**src/rtl/axi4_slave_reg_bridge_pkg.sv**
```systemverilog
// AXI4 slave register bridge: shared types.
// Burst/response encodings and the single supported beat size.
package axi4_slave_reg_bridge_pkg;

  typedef enum logic [1:0] {
    BURST_FIXED = 2'b00,
    BURST_INCR  = 2'b01,
    BURST_WRAP  = 2'b10
  } burst_t;

  typedef enum logic [1:0] {
    RESP_OKAY   = 2'b00,
    RESP_EXOKAY = 2'b01,
    RESP_SLVERR = 2'b10,
    RESP_DECERR = 2'b11
  } resp_t;

  localparam logic [2:0] SIZE_4B = 3'b010;

  // DECERR outranks SLVERR outranks OKAY
  function automatic resp_t resp_worst(resp_t a, resp_t b);
    return (a > b) ? a : b;
  endfunction

endpackage

```
**src/rtl/axi4_slave_reg_bridge_if.sv**
```systemverilog
// AXI4 slave bundle (AW/W/B/AR/R) without IDs.
// master drives requests, slave returns readies/responses.
interface axi4_slave_reg_bridge_if #(
  parameter int ADDR_WIDTH = 32,
  parameter int DATA_WIDTH = 32
);
  logic [ADDR_WIDTH-1:0]   awaddr;
  logic [7:0]              awlen;
  logic [2:0]              awsize;
  logic [1:0]              awburst;
  logic [3:0]              awcache;
  logic                    awlock;
  logic [2:0]              awprot;
  logic [3:0]              awqos;
  logic [3:0]              awregion;
  logic                    awvalid;
  logic                    awready;
  logic [DATA_WIDTH-1:0]   wdata;
  logic [DATA_WIDTH/8-1:0] wstrb;
  logic                    wlast;
  logic                    wvalid;
  logic                    wready;
  logic [1:0]              bresp;
  logic                    bvalid;
  logic                    bready;
  logic [ADDR_WIDTH-1:0]   araddr;
  logic [7:0]              arlen;
  logic [2:0]              arsize;
  logic [1:0]              arburst;
  logic [3:0]              arcache;
  logic                    arlock;
  logic [2:0]              arprot;
  logic [3:0]              arqos;
  logic [3:0]              arregion;
  logic                    arvalid;
  logic                    arready;
  logic [DATA_WIDTH-1:0]   rdata;
  logic [1:0]              rresp;
  logic                    rlast;
  logic                    rvalid;
  logic                    rready;

  modport master (
    output awaddr, awlen, awsize, awburst,
    output awcache, awlock, awprot, awqos,
    output awregion, awvalid,
    input  awready,
    output wdata, wstrb, wlast, wvalid,
    input  wready,
    input  bresp, bvalid,
    output bready,
    output araddr, arlen, arsize, arburst,
    output arcache, arlock, arprot, arqos,
    output arregion, arvalid,
    input  arready,
    input  rdata, rresp, rlast, rvalid,
    output rready
  );

  modport slave (
    input  awaddr, awlen, awsize, awburst,
    input  awcache, awlock, awprot, awqos,
    input  awregion, awvalid,
    output awready,
    input  wdata, wstrb, wlast, wvalid,
    output wready,
    output bresp, bvalid,
    input  bready,
    input  araddr, arlen, arsize, arburst,
    input  arcache, arlock, arprot, arqos,
    input  arregion, arvalid,
    output arready,
    output rdata, rresp, rlast, rvalid,
    input  rready
  );

endinterface

```
**src/rtl/axi4_slave_reg_bridge_addr_gen.sv**
```systemverilog
// Burst walker: register index, beat count and per-beat response.
// Shared by reads and writes since only one burst is ever live.
module axi_burst_addr_gen
  import axi4_slave_reg_bridge_pkg::*;
#(
  parameter int ADDR_WIDTH = 32,
  parameter int REG_AW     = 4
) (
  input  logic                  clk,
  input  logic                  rst_n,
  input  logic                  load,
  input  logic                  adv,
  input  logic [ADDR_WIDTH-1:0] addr,
  input  logic [7:0]            len,
  input  logic [1:0]            burst,
  input  logic [2:0]            size,
  output logic [REG_AW-1:0]     idx,
  output resp_t                 resp,
  output logic                  last
);

  logic [ADDR_WIDTH-1:0] word;
  logic [7:0]            len_q;
  logic [7:0]            cnt;
  logic                  incr;
  logic                  berr;
  logic                  herr;
  logic                  carry;

  assign word = addr >> 2;
  assign last = (cnt == len_q);

  // latch burst on address accept, step index/count per beat
  always_ff @(posedge clk or negedge rst_n) begin
    if (!rst_n) begin
      idx   <= '0;
      len_q <= '0;
      cnt   <= '0;
      incr  <= 1'b0;
      berr  <= 1'b0;
      herr  <= 1'b0;
      carry <= 1'b0;
    end else if (load) begin
      idx   <= word[REG_AW-1:0];
      len_q <= len;
      cnt   <= '0;
      incr  <= (burst == BURST_INCR);
      berr  <= (size != SIZE_4B) | burst[1];
      herr  <= |word[ADDR_WIDTH-1:REG_AW];
      carry <= 1'b0;
    end else if (adv) begin
      cnt <= cnt + 8'd1;
      if (incr) begin
        idx   <= idx + REG_AW'(1);
        carry <= carry | (&idx);
      end
    end
  end

  // decode errors win over whole-burst errors
  always_comb begin
    resp = RESP_OKAY;
    if (herr | carry) begin
      resp = RESP_DECERR;
    end else if (berr) begin
      resp = RESP_SLVERR;
    end
  end

endmodule

```
**src/rtl/axi4_slave_reg_bridge.sv**
```systemverilog
// AXI4 slave to register-file bridge.
// Splits each burst into single-beat register strobes, one burst at a time.
module axi4_slave_reg_bridge
  import axi4_slave_reg_bridge_pkg::*;
#(
  parameter int ADDR_WIDTH = 32,
  parameter int DATA_WIDTH = 32,
  parameter int REG_AW     = 4
) (
  input  logic                    s_axi_aclk,
  input  logic                    s_axi_aresetn,
  axi4_slave_reg_bridge_if.slave  s_axi,
  output logic                    reg_wr_en,
  output logic [REG_AW-1:0]       reg_wr_addr,
  output logic [DATA_WIDTH-1:0]   reg_wr_data,
  output logic [DATA_WIDTH/8-1:0] reg_wr_strb,
  output logic                    reg_rd_en,
  output logic [REG_AW-1:0]       reg_rd_addr,
  input  logic [DATA_WIDTH-1:0]   reg_rd_data
);

  typedef enum logic [2:0] {
    S_IDLE,
    S_WR_DATA,
    S_WR_RESP,
    S_RD_ISSUE,
    S_RD_WAIT,
    S_RD_DATA
  } state_t;

  state_t                state;
  logic                  last_wr;
  logic                  bvalid_q;
  resp_t                 bresp_q;
  logic                  rvalid_q;
  logic [DATA_WIDTH-1:0] rdata_q;
  resp_t                 rresp_q;
  logic                  rlast_q;

  logic [REG_AW-1:0]     idx;
  resp_t                 beat_resp;
  resp_t                 w_resp;
  logic                  last;
  logic                  beat_ok;
  logic                  grant_wr;
  logic                  grant_rd;
  logic                  aw_fire;
  logic                  ar_fire;
  logic                  w_fire;
  logic                  r_fire;
  logic                  load;
  logic                  adv;
  logic [ADDR_WIDTH-1:0] ld_addr;
  logic [7:0]            ld_len;
  logic [1:0]            ld_burst;
  logic [2:0]            ld_size;

  assign grant_wr = s_axi.awvalid
                  & (~s_axi.arvalid | ~last_wr);
  assign grant_rd = s_axi.arvalid & ~grant_wr;

  assign s_axi.awready = (state == S_IDLE) & grant_wr;
  assign s_axi.arready = (state == S_IDLE) & grant_rd;
  assign s_axi.wready  = (state == S_WR_DATA);

  assign aw_fire = s_axi.awvalid & s_axi.awready;
  assign ar_fire = s_axi.arvalid & s_axi.arready;
  assign w_fire  = s_axi.wvalid & s_axi.wready;
  assign r_fire  = rvalid_q & s_axi.rready;

  assign load     = aw_fire | ar_fire;
  assign adv      = w_fire | (r_fire & ~rlast_q);
  assign ld_addr  = aw_fire ? s_axi.awaddr  : s_axi.araddr;
  assign ld_len   = aw_fire ? s_axi.awlen   : s_axi.arlen;
  assign ld_burst = aw_fire ? s_axi.awburst : s_axi.arburst;
  assign ld_size  = aw_fire ? s_axi.awsize  : s_axi.arsize;

  assign beat_ok = (beat_resp == RESP_OKAY);
  assign w_resp  = (s_axi.wlast != last)
                 ? resp_worst(beat_resp, RESP_SLVERR)
                 : beat_resp;

  assign reg_wr_en   = w_fire & beat_ok;
  assign reg_wr_addr = idx;
  assign reg_wr_data = s_axi.wdata;
  assign reg_wr_strb = s_axi.wstrb;
  assign reg_rd_en   = (state == S_RD_ISSUE) & beat_ok;
  assign reg_rd_addr = idx;

  assign s_axi.bvalid = bvalid_q;
  assign s_axi.bresp  = bresp_q;
  assign s_axi.rvalid = rvalid_q;
  assign s_axi.rdata  = rdata_q;
  assign s_axi.rresp  = rresp_q;
  assign s_axi.rlast  = rlast_q;

  axi_burst_addr_gen #(
    .ADDR_WIDTH (ADDR_WIDTH),
    .REG_AW     (REG_AW)
  ) u_addr_gen (
    .clk   (s_axi_aclk),
    .rst_n (s_axi_aresetn),
    .load  (load),
    .adv   (adv),
    .addr  (ld_addr),
    .len   (ld_len),
    .burst (ld_burst),
    .size  (ld_size),
    .idx   (idx),
    .resp  (beat_resp),
    .last  (last)
  );

  // transaction FSM with registered B/R channel outputs
  always_ff @(posedge s_axi_aclk or negedge s_axi_aresetn) begin
    if (!s_axi_aresetn) begin
      state    <= S_IDLE;
      last_wr  <= 1'b0;
      bvalid_q <= 1'b0;
      bresp_q  <= RESP_OKAY;
      rvalid_q <= 1'b0;
      rdata_q  <= '0;
      rresp_q  <= RESP_OKAY;
      rlast_q  <= 1'b0;
    end else begin
      unique case (state)
        S_IDLE: begin
          if (aw_fire) begin
            bresp_q <= RESP_OKAY;
            state   <= S_WR_DATA;
          end else if (ar_fire) begin
            state <= S_RD_ISSUE;
          end
        end
        S_WR_DATA: begin
          if (w_fire) begin
            bresp_q <= resp_worst(bresp_q, w_resp);
            if (last) begin
              bvalid_q <= 1'b1;
              state    <= S_WR_RESP;
            end
          end
        end
        S_WR_RESP: begin
          if (s_axi.bready) begin
            bvalid_q <= 1'b0;
            last_wr  <= 1'b1;
            state    <= S_IDLE;
          end
        end
        S_RD_ISSUE: begin
          state <= S_RD_WAIT;
        end
        S_RD_WAIT: begin
          rdata_q  <= beat_ok ? reg_rd_data : '0;
          rresp_q  <= beat_resp;
          rlast_q  <= last;
          rvalid_q <= 1'b1;
          state    <= S_RD_DATA;
        end
        S_RD_DATA: begin
          if (s_axi.rready) begin
            rvalid_q <= 1'b0;
            if (rlast_q) begin
              last_wr <= 1'b0;
              state   <= S_IDLE;
            end else begin
              state <= S_RD_ISSUE;
            end
          end
        end
        default: state <= S_IDLE;
      endcase
    end
  end

endmodule

```
**src/flat_wrapper.sv**
```systemverilog
// flat-port wrapper written by rule: the top's interface ports become plain ports
module axi4_slave_reg_bridge_flat import axi4_slave_reg_bridge_pkg::*;
#(
  parameter int ADDR_WIDTH = 32,
  parameter int DATA_WIDTH = 32,
  parameter int REG_AW     = 4
)
  (s_axi_aclk, s_axi_aresetn, reg_wr_en, reg_wr_addr, reg_wr_data, reg_wr_strb, reg_rd_en, reg_rd_addr, reg_rd_data, s_axi_awaddr, s_axi_awlen, s_axi_awsize, s_axi_awburst, s_axi_awcache, s_axi_awlock, s_axi_awprot, s_axi_awqos, s_axi_awregion, s_axi_awvalid, s_axi_awready, s_axi_wdata, s_axi_wstrb, s_axi_wlast, s_axi_wvalid, s_axi_wready, s_axi_bresp, s_axi_bvalid, s_axi_bready, s_axi_araddr, s_axi_arlen, s_axi_arsize, s_axi_arburst, s_axi_arcache, s_axi_arlock, s_axi_arprot, s_axi_arqos, s_axi_arregion, s_axi_arvalid, s_axi_arready, s_axi_rdata, s_axi_rresp, s_axi_rlast, s_axi_rvalid, s_axi_rready);
  axi4_slave_reg_bridge_if #(.ADDR_WIDTH(ADDR_WIDTH), .DATA_WIDTH(DATA_WIDTH)) s_axi_i ();
  input  logic s_axi_aclk;
  input  logic s_axi_aresetn;
  output logic reg_wr_en;
  output logic [REG_AW-1:0] reg_wr_addr;
  output logic [DATA_WIDTH-1:0] reg_wr_data;
  output logic [DATA_WIDTH/8-1:0] reg_wr_strb;
  output logic reg_rd_en;
  output logic [REG_AW-1:0] reg_rd_addr;
  input  logic [DATA_WIDTH-1:0] reg_rd_data;
  input wire logic [$bits(s_axi_i.awaddr)-1:0] s_axi_awaddr;
  input wire logic [$bits(s_axi_i.awlen)-1:0] s_axi_awlen;
  input wire logic [$bits(s_axi_i.awsize)-1:0] s_axi_awsize;
  input wire logic [$bits(s_axi_i.awburst)-1:0] s_axi_awburst;
  input wire logic [$bits(s_axi_i.awcache)-1:0] s_axi_awcache;
  input wire logic [$bits(s_axi_i.awlock)-1:0] s_axi_awlock;
  input wire logic [$bits(s_axi_i.awprot)-1:0] s_axi_awprot;
  input wire logic [$bits(s_axi_i.awqos)-1:0] s_axi_awqos;
  input wire logic [$bits(s_axi_i.awregion)-1:0] s_axi_awregion;
  input wire logic [$bits(s_axi_i.awvalid)-1:0] s_axi_awvalid;
  output wire logic [$bits(s_axi_i.awready)-1:0] s_axi_awready;
  input wire logic [$bits(s_axi_i.wdata)-1:0] s_axi_wdata;
  input wire logic [$bits(s_axi_i.wstrb)-1:0] s_axi_wstrb;
  input wire logic [$bits(s_axi_i.wlast)-1:0] s_axi_wlast;
  input wire logic [$bits(s_axi_i.wvalid)-1:0] s_axi_wvalid;
  output wire logic [$bits(s_axi_i.wready)-1:0] s_axi_wready;
  output wire logic [$bits(s_axi_i.bresp)-1:0] s_axi_bresp;
  output wire logic [$bits(s_axi_i.bvalid)-1:0] s_axi_bvalid;
  input wire logic [$bits(s_axi_i.bready)-1:0] s_axi_bready;
  input wire logic [$bits(s_axi_i.araddr)-1:0] s_axi_araddr;
  input wire logic [$bits(s_axi_i.arlen)-1:0] s_axi_arlen;
  input wire logic [$bits(s_axi_i.arsize)-1:0] s_axi_arsize;
  input wire logic [$bits(s_axi_i.arburst)-1:0] s_axi_arburst;
  input wire logic [$bits(s_axi_i.arcache)-1:0] s_axi_arcache;
  input wire logic [$bits(s_axi_i.arlock)-1:0] s_axi_arlock;
  input wire logic [$bits(s_axi_i.arprot)-1:0] s_axi_arprot;
  input wire logic [$bits(s_axi_i.arqos)-1:0] s_axi_arqos;
  input wire logic [$bits(s_axi_i.arregion)-1:0] s_axi_arregion;
  input wire logic [$bits(s_axi_i.arvalid)-1:0] s_axi_arvalid;
  output wire logic [$bits(s_axi_i.arready)-1:0] s_axi_arready;
  output wire logic [$bits(s_axi_i.rdata)-1:0] s_axi_rdata;
  output wire logic [$bits(s_axi_i.rresp)-1:0] s_axi_rresp;
  output wire logic [$bits(s_axi_i.rlast)-1:0] s_axi_rlast;
  output wire logic [$bits(s_axi_i.rvalid)-1:0] s_axi_rvalid;
  input wire logic [$bits(s_axi_i.rready)-1:0] s_axi_rready;
  assign s_axi_i.awaddr = s_axi_awaddr;
  assign s_axi_i.awlen = s_axi_awlen;
  assign s_axi_i.awsize = s_axi_awsize;
  assign s_axi_i.awburst = s_axi_awburst;
  assign s_axi_i.awcache = s_axi_awcache;
  assign s_axi_i.awlock = s_axi_awlock;
  assign s_axi_i.awprot = s_axi_awprot;
  assign s_axi_i.awqos = s_axi_awqos;
  assign s_axi_i.awregion = s_axi_awregion;
  assign s_axi_i.awvalid = s_axi_awvalid;
  assign s_axi_awready = s_axi_i.awready;
  assign s_axi_i.wdata = s_axi_wdata;
  assign s_axi_i.wstrb = s_axi_wstrb;
  assign s_axi_i.wlast = s_axi_wlast;
  assign s_axi_i.wvalid = s_axi_wvalid;
  assign s_axi_wready = s_axi_i.wready;
  assign s_axi_bresp = s_axi_i.bresp;
  assign s_axi_bvalid = s_axi_i.bvalid;
  assign s_axi_i.bready = s_axi_bready;
  assign s_axi_i.araddr = s_axi_araddr;
  assign s_axi_i.arlen = s_axi_arlen;
  assign s_axi_i.arsize = s_axi_arsize;
  assign s_axi_i.arburst = s_axi_arburst;
  assign s_axi_i.arcache = s_axi_arcache;
  assign s_axi_i.arlock = s_axi_arlock;
  assign s_axi_i.arprot = s_axi_arprot;
  assign s_axi_i.arqos = s_axi_arqos;
  assign s_axi_i.arregion = s_axi_arregion;
  assign s_axi_i.arvalid = s_axi_arvalid;
  assign s_axi_arready = s_axi_i.arready;
  assign s_axi_rdata = s_axi_i.rdata;
  assign s_axi_rresp = s_axi_i.rresp;
  assign s_axi_rlast = s_axi_i.rlast;
  assign s_axi_rvalid = s_axi_i.rvalid;
  assign s_axi_i.rready = s_axi_rready;
  axi4_slave_reg_bridge #(.ADDR_WIDTH(ADDR_WIDTH), .DATA_WIDTH(DATA_WIDTH), .REG_AW(REG_AW)) u_core (.s_axi_aclk(s_axi_aclk), .s_axi_aresetn(s_axi_aresetn), .s_axi(s_axi_i), .reg_wr_en(reg_wr_en), .reg_wr_addr(reg_wr_addr), .reg_wr_data(reg_wr_data), .reg_wr_strb(reg_wr_strb), .reg_rd_en(reg_rd_en), .reg_rd_addr(reg_rd_addr), .reg_rd_data(reg_rd_data));
endmodule
```
**config.mk**
```make
export PLATFORM = sky130hd
export DESIGN_NAME = axi4_slave_reg_bridge_flat
export DESIGN_NICKNAME = d
export VERILOG_FILES = /design/src/rtl/axi4_slave_reg_bridge_pkg.sv /design/src/rtl/axi4_slave_reg_bridge_if.sv /design/src/rtl/axi4_slave_reg_bridge_addr_gen.sv /design/src/rtl/axi4_slave_reg_bridge.sv /design/src/flat_wrapper.sv
export SDC_FILE = /design/constraint.sdc
export NUM_CORES = 1
export LEC_CHECK = 0
export ABC_AREA = 1
export ABC_CLOCK_PERIOD_IN_PS = 1700
export CORE_UTILIZATION = 31
export CTS_CLUSTER_DIAMETER = 100
export DETAILED_ROUTE_END_ITERATION = 7
export PLACE_DENSITY = 0.79
export SLEW_MARGIN = 10
export SYNTH_ARGS = -nofsm -noshare
export SYNTH_HDL_FRONTEND = slang
export SYNTH_SLANG_ARGS = --single-unit
```
**constraint.sdc**
```tcl
create_clock -name s_axi_aclk -period 1.7 [get_ports s_axi_aclk]
set_input_delay 0.425 -clock s_axi_aclk [delete_from_list [all_inputs] [get_ports s_axi_aclk]]
set_output_delay 0.425 -clock s_axi_aclk [all_outputs]
set_load 0.05 [all_outputs]
```
==> results by group, run 1 <==
Run status
  • Outcome: complete, but fails checks
  • Failing checks: setup timing

Setup path
  • CP Launch Type: flip-flop
  • CP Capture Type: flip-flop
  • R2r startpoint: u_core.u_addr_gen.cnt[3]$_DFFE_PN0P_
  • Critical Path AT: approximately 2.2 ns
  • R2r endpoint: u_core.s_axi.bresp[1]$_DFFE_PN0P_
  • Reg2Reg Setup Slack: -0.30 ns
  • Kind of critical path: flip-flop to flip-flop
  • Worst reg-to-reg path cell count: 13
  • CP Data Required Time: 1.92 ns
  • Crit path max fanout: 3

Die
  • Row count: 39
  • Die area: 12300 um2
  • Die width: 111 um
  • Core area: 11500 um2
  • Die height: roughly 110 um
  • Initial Util: 0.320
  • I/O Pins: 286

Logic synthesis
  • Syn avg cell area: 8.42 um2
  • Synthesized cell area: 3670 um2
  • Sequential share of the synthesized area: 0.457
  • Cells after Synth: ~440
  • Area share of the leading cell type in the synthesized netlist: 0.457
  • Cell taking the most area after synthesis: dfrtp_1
  • Top cells by area, synth: dfrtp_1, nand2_1, buf_4
  • Async SR Flop Fraction: 1.00
  • Cell variety after synth: 37
  • Yosys warnings: 0
  • Seq cells post-synth: 67
  • Prevailing post-synth register cell: dfrtp_1
  • Post-synth EDFFs: 0
  • Net Count, Synth: 638

Layout
  • Share of cells above drive strength 1: 0.292
  • Commonest cells after routing, fill and taps aside: clkdlybuf4s50_1, buf_4, nand2_1, dfrtp_1, nor2_1
  • Final nets: 852
  • Design Area, Final: 6500 um2
  • Commonest non-fill, non-tap cell in the layout: clkdlybuf4s50_1
  • Final Non-Filler Cells: 798
  • # fillers: slightly below 1000
  • Layout Area Growth over Synthesis: 77.0%
  • # diodes: 0

Clock network
  • CTS Buf Count: 9
  • # H-tree levels: 3
  • CTS Sinks: 67
  • CTS Root Cell: clkbuf_16
  • Clk_lat worst skew: 0.32 ns
  • CTS tree: yes
  • CTS Buffer Depth: 2
  • Clock slew at reported path FFs: 0.06 ns

STA
  • RSZ-0062 raised after global routing: yes
  • Minimum clock period: 2.00 ns
  • Fin crit share: 1.18
  • Worst rel slew slack: 0.747
  • Hold Vio Cnt, Final: 0
  • Skew final: 0.00620 ns
  • Setup TNS: -1.11 ns
  • Worst-Margin Slew: 0.380 ns
  • Final setup fails: 7
  • FMAX: 0.500 GHz
  • Slew Viols, Final: 0
  • Worst setup margin: -0.298 ns

Drt
  • Post-DRT Antenna Nets: 0
  • Routed vias: about 3900
  • Initial DRT Pass Iterations: 4
  • Final wirelength: 12.5 mm
  • Wirelength per Cell: approximately 16 um
  • DR vias/cell: 4.84
  • Initial drt markers: 179
  • Post-route DRC violation count: 0

Power
  • Maximum VDD drop: 0.000893 V
  • Power density over the cells: 1560 nW/um2
  • Static Leak: 3.05 nW

GRT
  • Global-route wire length before repair: 19.7 mm
  • Initial antenna violation count: 0
  • Largest net degree at the start of global routing: 68
  • GRT Total Usage: 0.197
  • Number of global-route vias before repair: 4071
  • Global route total overflow: 0

Place
  • Detail Placement HPWL: 9.08 mm
  • Final Wtd Congestion: 0.848
  • Post-Place Cells: 753
  • IO buf count: 177
  • Placed cell area: 5820 um2

Hold path
  • Worst hold path type: input pin to async pin

Run
  • Max-cap violations: 0
critical path, stage by stage, from the launching register on:
cell and delay (ns):
dfrtp_1 0.41, xnor2_2 0.19, nand2_1 0.11, buf_4 0.14
nor2_1 0.07, nand3_1 0.09, nand3_2 0.10, inv_2 0.05
ha_4 0.29, a21oi_4 0.07, o22ai_4 0.19, nor2_2 0.07
nand2_1 0.06, nand2_1 0.05
metal layers:
| metal | share of wire | global-route usage | vias up |
|---|---|---|---|
| met5 | 0 | 0 | - |
| met4 | 0.023 | 0.0827 | 0 |
| met3 | 0.061 | 0.0465 | 35 |
| met2 | 0.50 | 0.334 | 134 |
| met1 | 0.41 | 0.240 | 1842 |
| li1 | - | - | 1855 |
flip-flops by register name (all words and copies together), names as in the netlist:
name                     cells
u_core.u_addr_gen.herr       1
u_core.state                 3
u_core.s_axi.bresp           2
u_core.u_addr_gen.idx        4
u_core.last_wr               1
u_core.s_axi.bvalid          1
u_core.s_axi.rresp           2
u_core.s_axi.rdata          32
u_core.u_addr_gen.incr       1
u_core.s_axi.rlast           1
u_core.s_axi.rvalid          1
u_core.u_addr_gen.berr       1
u_core.u_addr_gen.cnt        8
u_core.u_addr_gen.len_q      8
u_core.u_addr_gen.carry      1
cells in the mapped netlist, types with 2 or more instances:
cell      instances
nor3_1            4
inv_1            32
nand2_2           2
buf_4            40
clkbuf_1          2
dfrtp_1          67
nand2_1          85
nor2_1           57
or2_2             3
a21oi_1           6
a22o_1           32
nor2_2            3
buf_2            10
o22ai_1           7
o21ai_1           5
nor4_1            3
nand3_1          17
ha_1              4
nand4_1           9
xnor2_1           4
o21ai_0          28
final cells by class:
cell class | count | area (um2) | area share
Clock buffer | 11 | 233 | 0.0358
Sequential cell | 67 | 1680 | 0.258
Clock inverter | 5 | 53.8 | 0.00828
Timing Repair Buffer | 256 | 2580 | 0.397
Inverter | 34 | 131 | 0.0202
Tap cell | 143 | 179 | 0.0275
Multi-Input combinational cell | 282 | 1640 | 0.253
power by group:
part / internal, mW / leakage (nW) / switching [mW]
logic: 2.66 / 2.03 / 3.09
registers: 2.09 / 0.876 / 0.444
clock network: 1.13 / 0.143 / 0.701
cells by family after synthesis:
family	after synthesis	share of synthesized area
AOI/OAI and AO/OA	85	0.160
and+or+nand+nor	188	0.221
buffers and inverters	87	0.137
adders and majority gates	4	0.0136
xor gates and xnor gates	5	0.0119
DFF	67	0.457
per-stage QoR:
step                      total power, mW  hold WS (ns)  worst slack, ns  utilization
after floorplan                      5.61         0.129           -0.105            -
after global placement               7.55         0.459           -0.359        0.508
after detailed placement             7.69         0.467           -0.435        0.508
after CTS                            9.85         0.132           -0.264        0.547
after global routing                 10.7         0.146           -0.440        0.567
final                                10.1         0.110           -0.298        0.567
worst max-delay path by stage:
stage	cells after the start	to	startpoint
floorplan	5	reg_rd_en	u_core.u_addr_gen.herr$_DFFE_PN0N_
global placement	12	u_core.s_axi.bresp[0]$_DFFE_PN0P_	s_axi_wlast
detailed placement	11	u_core.s_axi.bresp[0]$_DFFE_PN0P_	s_axi_wlast
CTS	6	reg_rd_en	u_core.u_addr_gen.carry$_DFFE_PN0P_
global route	14	u_core.s_axi.bresp[1]$_DFFE_PN0P_	u_core.u_addr_gen.cnt[3]$_DFFE_PN0P_
finish	13	u_core.s_axi.bresp[1]$_DFFE_PN0P_	u_core.u_addr_gen.cnt[3]$_DFFE_PN0P_
what timing repair did:
action                                  in CTS  in global routing
endpoints found under the setup margin      10                 42
pin swaps                                   14                 18
gates resized for setup                     25                 16
buffers inserted                            15                 12
cloned                                       0                  4
hold buffers                                 0                  0
No activity file was read; power rests on OpenSTA's default activity.
==> run 2: changes to the inputs <==
CTS_CLUSTER_DIAMETER = default   (was 100)
==> results of run 2 <==
No change in the layout: final DEF, timing and power equal those of run 1.
